File: config.mk
export PLATFORM = sky130hd
export DESIGN_NAME = ifetch_ctrl_flat
export DESIGN_NICKNAME = d
export VERILOG_FILES = /design/src/rtl/ifetch_ctrl_if.sv /design/src/rtl/ifetch_ctrl.sv /design/src/flat_wrapper.sv
export SDC_FILE = /design/constraint.sdc
export NUM_CORES = 1
export LEC_CHECK = 0
export BUFFER_PORTS_ARGS = -buffer_cell sky130_fd_sc_hd__buf_2
export CAP_MARGIN = 40
export CORE_AREA = 5 5 112 114
export CTS_BUF_LIST = sky130_fd_sc_hd__clkbuf_2 sky130_fd_sc_hd__clkbuf_4 sky130_fd_sc_hd__clkbuf_8
export CTS_CLUSTER_SIZE = 30
export DETAILED_ROUTE_END_ITERATION = 8
export DIE_AREA = 0 0 117 119
export GPL_TIMING_DRIVEN = 1
export MAX_ROUTING_LAYER = met4
export PLACE_DENSITY = 0.82
export RECOVER_POWER = 25
export REMOVE_ABC_BUFFERS = 1
export SYNTH_ARGS = -nofsm -noshare
export SYNTH_HDL_FRONTEND = slang
export SYNTH_SLANG_ARGS = --single-unit
File: constraint.sdc
create_clock -name clk -period 3.2 [get_ports clk]
set_input_delay 0.16 -clock clk [delete_from_list [all_inputs] [get_ports clk]]
set_output_delay 0.16 -clock clk [all_outputs]
set_load 0.1 [all_outputs]
File: src/rtl/ifetch_ctrl_if.sv
// Fetch-stage bus: instruction ROM port, hazard/redirect inputs, and the
// IF/ID register outputs with the fetch status.
interface ifetch_ctrl_if;
   logic [31:0] imem_addr;
   logic [31:0] imem_inst;
   logic        stall;
   logic        redirect_valid;
   logic [31:0] redirect_pc;
   logic [31:0] if_id_inst;
   logic [31:0] if_id_pc4;
   logic        if_id_valid;
   logic        halted;
   logic [15:0] fetch_count;

   // The fetch unit.
   modport master (
      output imem_addr, if_id_inst, if_id_pc4, if_id_valid, halted, fetch_count,
      input  imem_inst, stall, redirect_valid, redirect_pc
   );

   // ROM, hazard unit and downstream stages.
   modport slave (
      input  imem_addr, if_id_inst, if_id_pc4, if_id_valid, halted, fetch_count,
      output imem_inst, stall, redirect_valid, redirect_pc
   );
endinterface

File: src/rtl/ifetch_ctrl.sv
// Instruction fetch controller: owns the PC and the IF/ID register.
// BOOT spends one cycle with a bubble, RUN fetches sequentially and honours
// redirects and stalls, and HALTED is entered on a jump-to-self and left
// only through reset.
module ifetch_ctrl #(
   parameter logic [31:0] RESET_PC = 32'h0040_0000
) (
   input logic          clk,
   input logic          reset,
   ifetch_ctrl_if.master bus
);

   typedef enum logic [1:0] {BOOT, RUN, HALTED} state_t;

   state_t      state_p0, state_n;
   logic [31:0] pc_p0, pc_n;
   logic [31:0] inst_p1, inst_n;
   logic [31:0] pc4_p1, pc4_n;
   logic        vld_p1, vld_n;
   logic        halted_p1, halted_n;
   logic [15:0] count_p1, count_n;

   logic [31:0] pc_plus4;
   logic        self_jump;

   // Saturating increment so the fetch counter sticks at all-ones.
   function automatic logic [15:0] sat_inc(input logic [15:0] v);
      return (v == 16'hFFFF) ? v : v + 16'd1;
   endfunction

   assign pc_plus4  = pc_p0 + 32'd4;
   assign self_jump = (bus.imem_inst[31:26] == 6'b000010) &&
                      ({pc_plus4[31:28], bus.imem_inst[25:0], 2'b00} == pc_p0);

   // Next-state and next-register selection; every branch starts from hold.
   always_comb begin
      state_n  = state_p0;
      pc_n     = pc_p0;
      inst_n   = inst_p1;
      pc4_n    = pc4_p1;
      vld_n    = vld_p1;
      count_n  = count_p1;
      halted_n = 1'b0;
      unique case (state_p0)
         BOOT: begin
            pc_n    = RESET_PC;
            inst_n  = '0;
            pc4_n   = '0;
            vld_n   = 1'b0;
            state_n = RUN;
         end
         RUN: begin
            if (bus.redirect_valid) begin
               // Redirect beats stall; target is forced word-aligned.
               pc_n   = {bus.redirect_pc[31:2], 2'b00};
               inst_n = '0;
               pc4_n  = '0;
               vld_n  = 1'b0;
            end else if (!bus.stall) begin
               inst_n  = bus.imem_inst;
               pc4_n   = pc_plus4;
               vld_n   = 1'b1;
               count_n = sat_inc(count_p1);
               if (self_jump) begin
                  state_n  = HALTED;
                  halted_n = 1'b1;
               end else begin
                  pc_n = pc_plus4;
               end
            end
         end
         HALTED: begin
            inst_n   = '0;
            pc4_n    = '0;
            vld_n    = 1'b0;
            halted_n = 1'b1;
         end
         default: begin
            state_n = BOOT;
         end
      endcase
   end

   // PC / IF-ID stage boundary, cleared asynchronously to the boot state.
   always_ff @(posedge clk or negedge reset) begin
      if (!reset) begin
         state_p0  <= BOOT;
         pc_p0     <= RESET_PC;
         inst_p1   <= '0;
         pc4_p1    <= '0;
         vld_p1    <= 1'b0;
         halted_p1 <= 1'b0;
         count_p1  <= '0;
      end else begin
         state_p0  <= state_n;
         pc_p0     <= pc_n;
         inst_p1   <= inst_n;
         pc4_p1    <= pc4_n;
         vld_p1    <= vld_n;
         halted_p1 <= halted_n;
         count_p1  <= count_n;
      end
   end

   assign bus.imem_addr   = pc_p0;
   assign bus.if_id_inst  = inst_p1;
   assign bus.if_id_pc4   = pc4_p1;
   assign bus.if_id_valid = vld_p1;
   assign bus.halted      = halted_p1;
   assign bus.fetch_count = count_p1;

endmodule
File: src/flat_wrapper.sv
// flat-port wrapper written by rule: the top's interface ports become plain ports
module ifetch_ctrl_flat 
#(
   parameter logic [31:0] RESET_PC = 32'h0040_0000
)
  (clk, reset, bus_imem_addr, bus_if_id_inst, bus_if_id_pc4, bus_if_id_valid, bus_halted, bus_fetch_count, bus_imem_inst, bus_stall, bus_redirect_valid, bus_redirect_pc);
  ifetch_ctrl_if bus_i ();
  input logic clk;
  input logic reset;
  output wire logic [$bits(bus_i.imem_addr)-1:0] bus_imem_addr;
  output wire logic [$bits(bus_i.if_id_inst)-1:0] bus_if_id_inst;
  output wire logic [$bits(bus_i.if_id_pc4)-1:0] bus_if_id_pc4;
  output wire logic [$bits(bus_i.if_id_valid)-1:0] bus_if_id_valid;
  output wire logic [$bits(bus_i.halted)-1:0] bus_halted;
  output wire logic [$bits(bus_i.fetch_count)-1:0] bus_fetch_count;
  input wire logic [$bits(bus_i.imem_inst)-1:0] bus_imem_inst;
  input wire logic [$bits(bus_i.stall)-1:0] bus_stall;
  input wire logic [$bits(bus_i.redirect_valid)-1:0] bus_redirect_valid;
  input wire logic [$bits(bus_i.redirect_pc)-1:0] bus_redirect_pc;
  assign bus_imem_addr = bus_i.imem_addr;
  assign bus_if_id_inst = bus_i.if_id_inst;
  assign bus_if_id_pc4 = bus_i.if_id_pc4;
  assign bus_if_id_valid = bus_i.if_id_valid;
  assign bus_halted = bus_i.halted;
  assign bus_fetch_count = bus_i.fetch_count;
  assign bus_i.imem_inst = bus_imem_inst;
  assign bus_i.stall = bus_stall;
  assign bus_i.redirect_valid = bus_redirect_valid;
  assign bus_i.redirect_pc = bus_redirect_pc;
  ifetch_ctrl #(.RESET_PC(RESET_PC)) u_core (.clk(clk), .reset(reset), .bus(bus_i));
endmodule
==> reports/summary.txt <==
Post-synth EDFFs = 0
Setup Crit Path Kind = flip-flop to flip-flop
Vias/cell = 6.07
Largest net degree at the start of global routing = 48
Share of cells above drive strength 1 = 30.5%
Clock Pin Slew Worst Setup and Hold Paths = 0.07 ns
Post-route ant nets = 0
Buffers added on ports = 177
Initial Util = 53.0%
Maximum clock insertion buffer count = 2
Final Slew Violations = 0
Final Hold Viols = 0
Syn Inst Count = 608
Die area = 13,900 um2
Nets@finish = 880
Non-filler cells, final = 963
Synth-to-layout area growth = 28.7%
Initial antenna violation count = 0
DR vias = 5,842
Top-area cell type share of the netlist area = 46.8%
Final setup vio count = 0
Hold slack = 0.0491 ns
Fmax = 328 MHz
DRC Markers = 0
First-pass DRT Iterations = 8
Netlist cell types = 50
Total GRT Usage = 28.3%
Core ar. = 11,300 um2
Cells after DPL = 898
VDD IR-drop max = 271 uV
Yosys reg bits = 113
CTS sink count = 113
Critical path peak fanout = 9
Clk_lat worst skew = 0.44 ns
Iter 0 DRT Violations = 523
First-pass GRT wire length = 30,100 um
Ys flop type = dfrtp_1
Part of the cycle the worst path needs = 95.2%
Min-delay worst type = input pin to flip-flop
Synth area leader = dfrtp_1
Final wirelength = 19,000 um
Status = finished, final reports clean
Place WS = 0.250 ns
Row cnt = 39
Post-synthesis sequential area ratio = 47.2%
Max_slew headroom = 8.67%
RSZ-0062 raised after global routing = no
Max_cap viols = 0
Die Height = 119 um
Core Util, Final = 68.1%
Synth async-reset ratio = 100%
Dpl hpwl = 13,700 um
Final instance area = 7710 um2
Number of post-CTS setup repair buffers = 0
Pwr/cell area = 370 nW/um2
GPL Wtd Cong = 0.929
Mapped cell area = 5990 um2
Placed cell areas = 7050 um2
Required @ worst endpoint = 3.53 ns
Antenna Cells = 0
Worst Path Arrival = 3.38 ns
Congestion Overflow GR = 0
TritonCTS Buffers = 17
Clk Tree Root Cell = clkbuf_8
PnR worst setup slack = 0.153 ns
Die span in x = 117 um
Worst Setup Start Kind = flip-flop
Io pins = 182
Worst slew pin tran = 1.37 ns
Period minus WS final = 3.05 ns
Critical Path Sink Type = flip-flop
Post-synthesis average cell area = 9.86 um2
Final clock skew = 0.0129 ns
Routed wire per std cell = 19.7 um
CTS tree = yes
Warnings, synthesis = 0
Clock H-tree levels = 4
Number of global-route vias before repair = 5,921
Synth top area cells = dfrtp_1 (47%), xnor2_1 (7.3%), a22o_1 (6.4%), nand2_1 (5.1%), nand4_1 (3.0%)
Leakage power = 0.00374 uW
## metal layers
metal | up-vias | GRT usage [%] | part of all wire, %
met5 | - | - | 0
met4 | 0 | 11.8 | 2.9
met3 | 55 | 6.29 | 9.4
met2 | 362 | 44.2 | 48
met1 | 2833 | 35.6 | 40
li1 | 2592 | - | -
## cell usage after synthesis, types with 2 or more instances
cell / instances
ha_1: 5
a22oi_1: 2
o2bb2ai_1: 3
o41ai_1: 5
buf_4: 3
o21ai_0: 36
nand2_1: 81
xnor2_1: 50
nor4_1: 9
nor3_1: 9
mux2i_1: 4
or3_1: 4
nand2b_1: 8
xor2_1: 19
or4_4: 2
or2_2: 2
buf_2: 17
o22ai_1: 6
o31ai_1: 15
or2b_1: 2
a41oi_1: 3
dfrtp_1: 112
nand4_1: 29
a22o_1: 44
mux2_2: 5
and3_1: 9
nor2b_1: 3
nor2_1: 13
o31a_1: 2
buf_6: 2
a21oi_1: 4
o21a_1: 3
a32o_1: 15
and2_1: 2
inv_1: 11
clkbuf_1: 35
and4_1: 2
nand3_1: 20
## critical path, cell delays in order (launching register included)
cell	delay, ns
dfrtp_1	0.54
ha_1	0.25
nand3_1	0.10
or2_1	0.34
or4_4	0.53
a41oi_2	0.54
buf_4	0.26
nand4_1	0.11
a32o_1	0.28
## sequential cells by signal, summed over array words and instances, names as in the netlist
signal                  flops
u_core.bus.if_id_inst      32
u_core.bus.fetch_count     16
u_core.bus.imem_addr       30
u_core.bus.if_id_valid      1
u_core.bus.halted           1
u_core.state_p0             2
u_core.bus.if_id_pc4       31
## cells in the final DEF (no fill, tap or decap), types with 5 or more instances in the layout
cell	n
clkbuf_8	19
nor2_1	13
nand2b_1	8
and3_1	9
xor2_1	19
inv_1	11
buf_2	176
o41ai_1	5
dlygate4sd3_1	33
nor4_1	9
o22ai_1	6
mux2_2	5
dfrtp_1	112
a32o_1	15
xnor2_1	50
clkinv_2	9
nand3_1	20
a22o_1	44
nor3_1	8
o31ai_1	15
nand2_1	81
buf_4	24
ha_1	5
nand4_1	29
o21ai_0	36
## metrics by stage
step	TNS, ns	total power [uW]
global placement	0	1610
detailed placement	0	1620
global route	0	2960
finish	0	2850
CTS	0	2880
floorplan	-19.95	1510
## power breakdown
group	switching [uW]	internal (uW)	leakage [uW]
logic	109	82.7	0.00200
clock network	581	649	0.000195
registers	0	1430	0.00154
total	690	2160	0.00374
## cells by family after synthesis
logic type               Yosys count  synth area share, %
adder cells (fa/ha/maj)            5                 1.04
AND/OR/NAND/NOR                  199                 16.8
other                              1               0.0626
buffers and inverters             69                 5.11
XOR/XNOR                          69                 10.1
flip-flops                       113                 47.2
multiplexers                       9                 1.61
AO/OA/AOI/OAI                    143                 18.1
## path summary, 6_finish.rpt
check | start | to | slack (ns) | cells past startpoint
min | bus_redirect_pc[5] | u_core.bus.imem_addr[5]$_DFFE_PN0P_ | 0.05 | 4
max reg2reg | u_core.bus.imem_addr[3]$_DFFE_PN0P_ | u_core.bus.imem_addr[5]$_DFFE_PN0P_ | 0.15 | 8
min in group asynchronous | reset | u_core.bus.if_id_pc4[24]$_DFFE_PN0P_ | 0.56 | 2
min reg2reg | u_core.bus.if_id_pc4[7]$_DFFE_PN0P_ | u_core.bus.if_id_pc4[7]$_DFFE_PN0P_ | 0.48 | 2
max | u_core.bus.imem_addr[3]$_DFFE_PN0P_ | u_core.bus.imem_addr[5]$_DFFE_PN0P_ | 0.15 | 8
max in group asynchronous | reset | u_core.bus.imem_addr[18]$_DFFE_PN0P_ | 0.65 | 4
## layout make-up
| class | count | area [um2] |
|---|---|---|
| Fill cell | 847 | 3610 |
| Tap cell | 143 | 179 |
| Sequential cell | 113 | 2830 |
| Multi-Input combinational cell | 427 | 2870 |
| Clock inverter | 12 | 91.3 |
| Inverter | 11 | 41.3 |
| Clock buffer | 20 | 269 |
| Timing Repair Buffer | 237 | 1440 |
## timing repair
item                                    4_1_cts  5_1_grt
hold buffers                                 33        0
endpoints found under the hold margin       101        0
endpoints found under the setup margin        0        0
gates resized for setup                       0        0
Note: power is estimated with default switching activity, not from simulation.
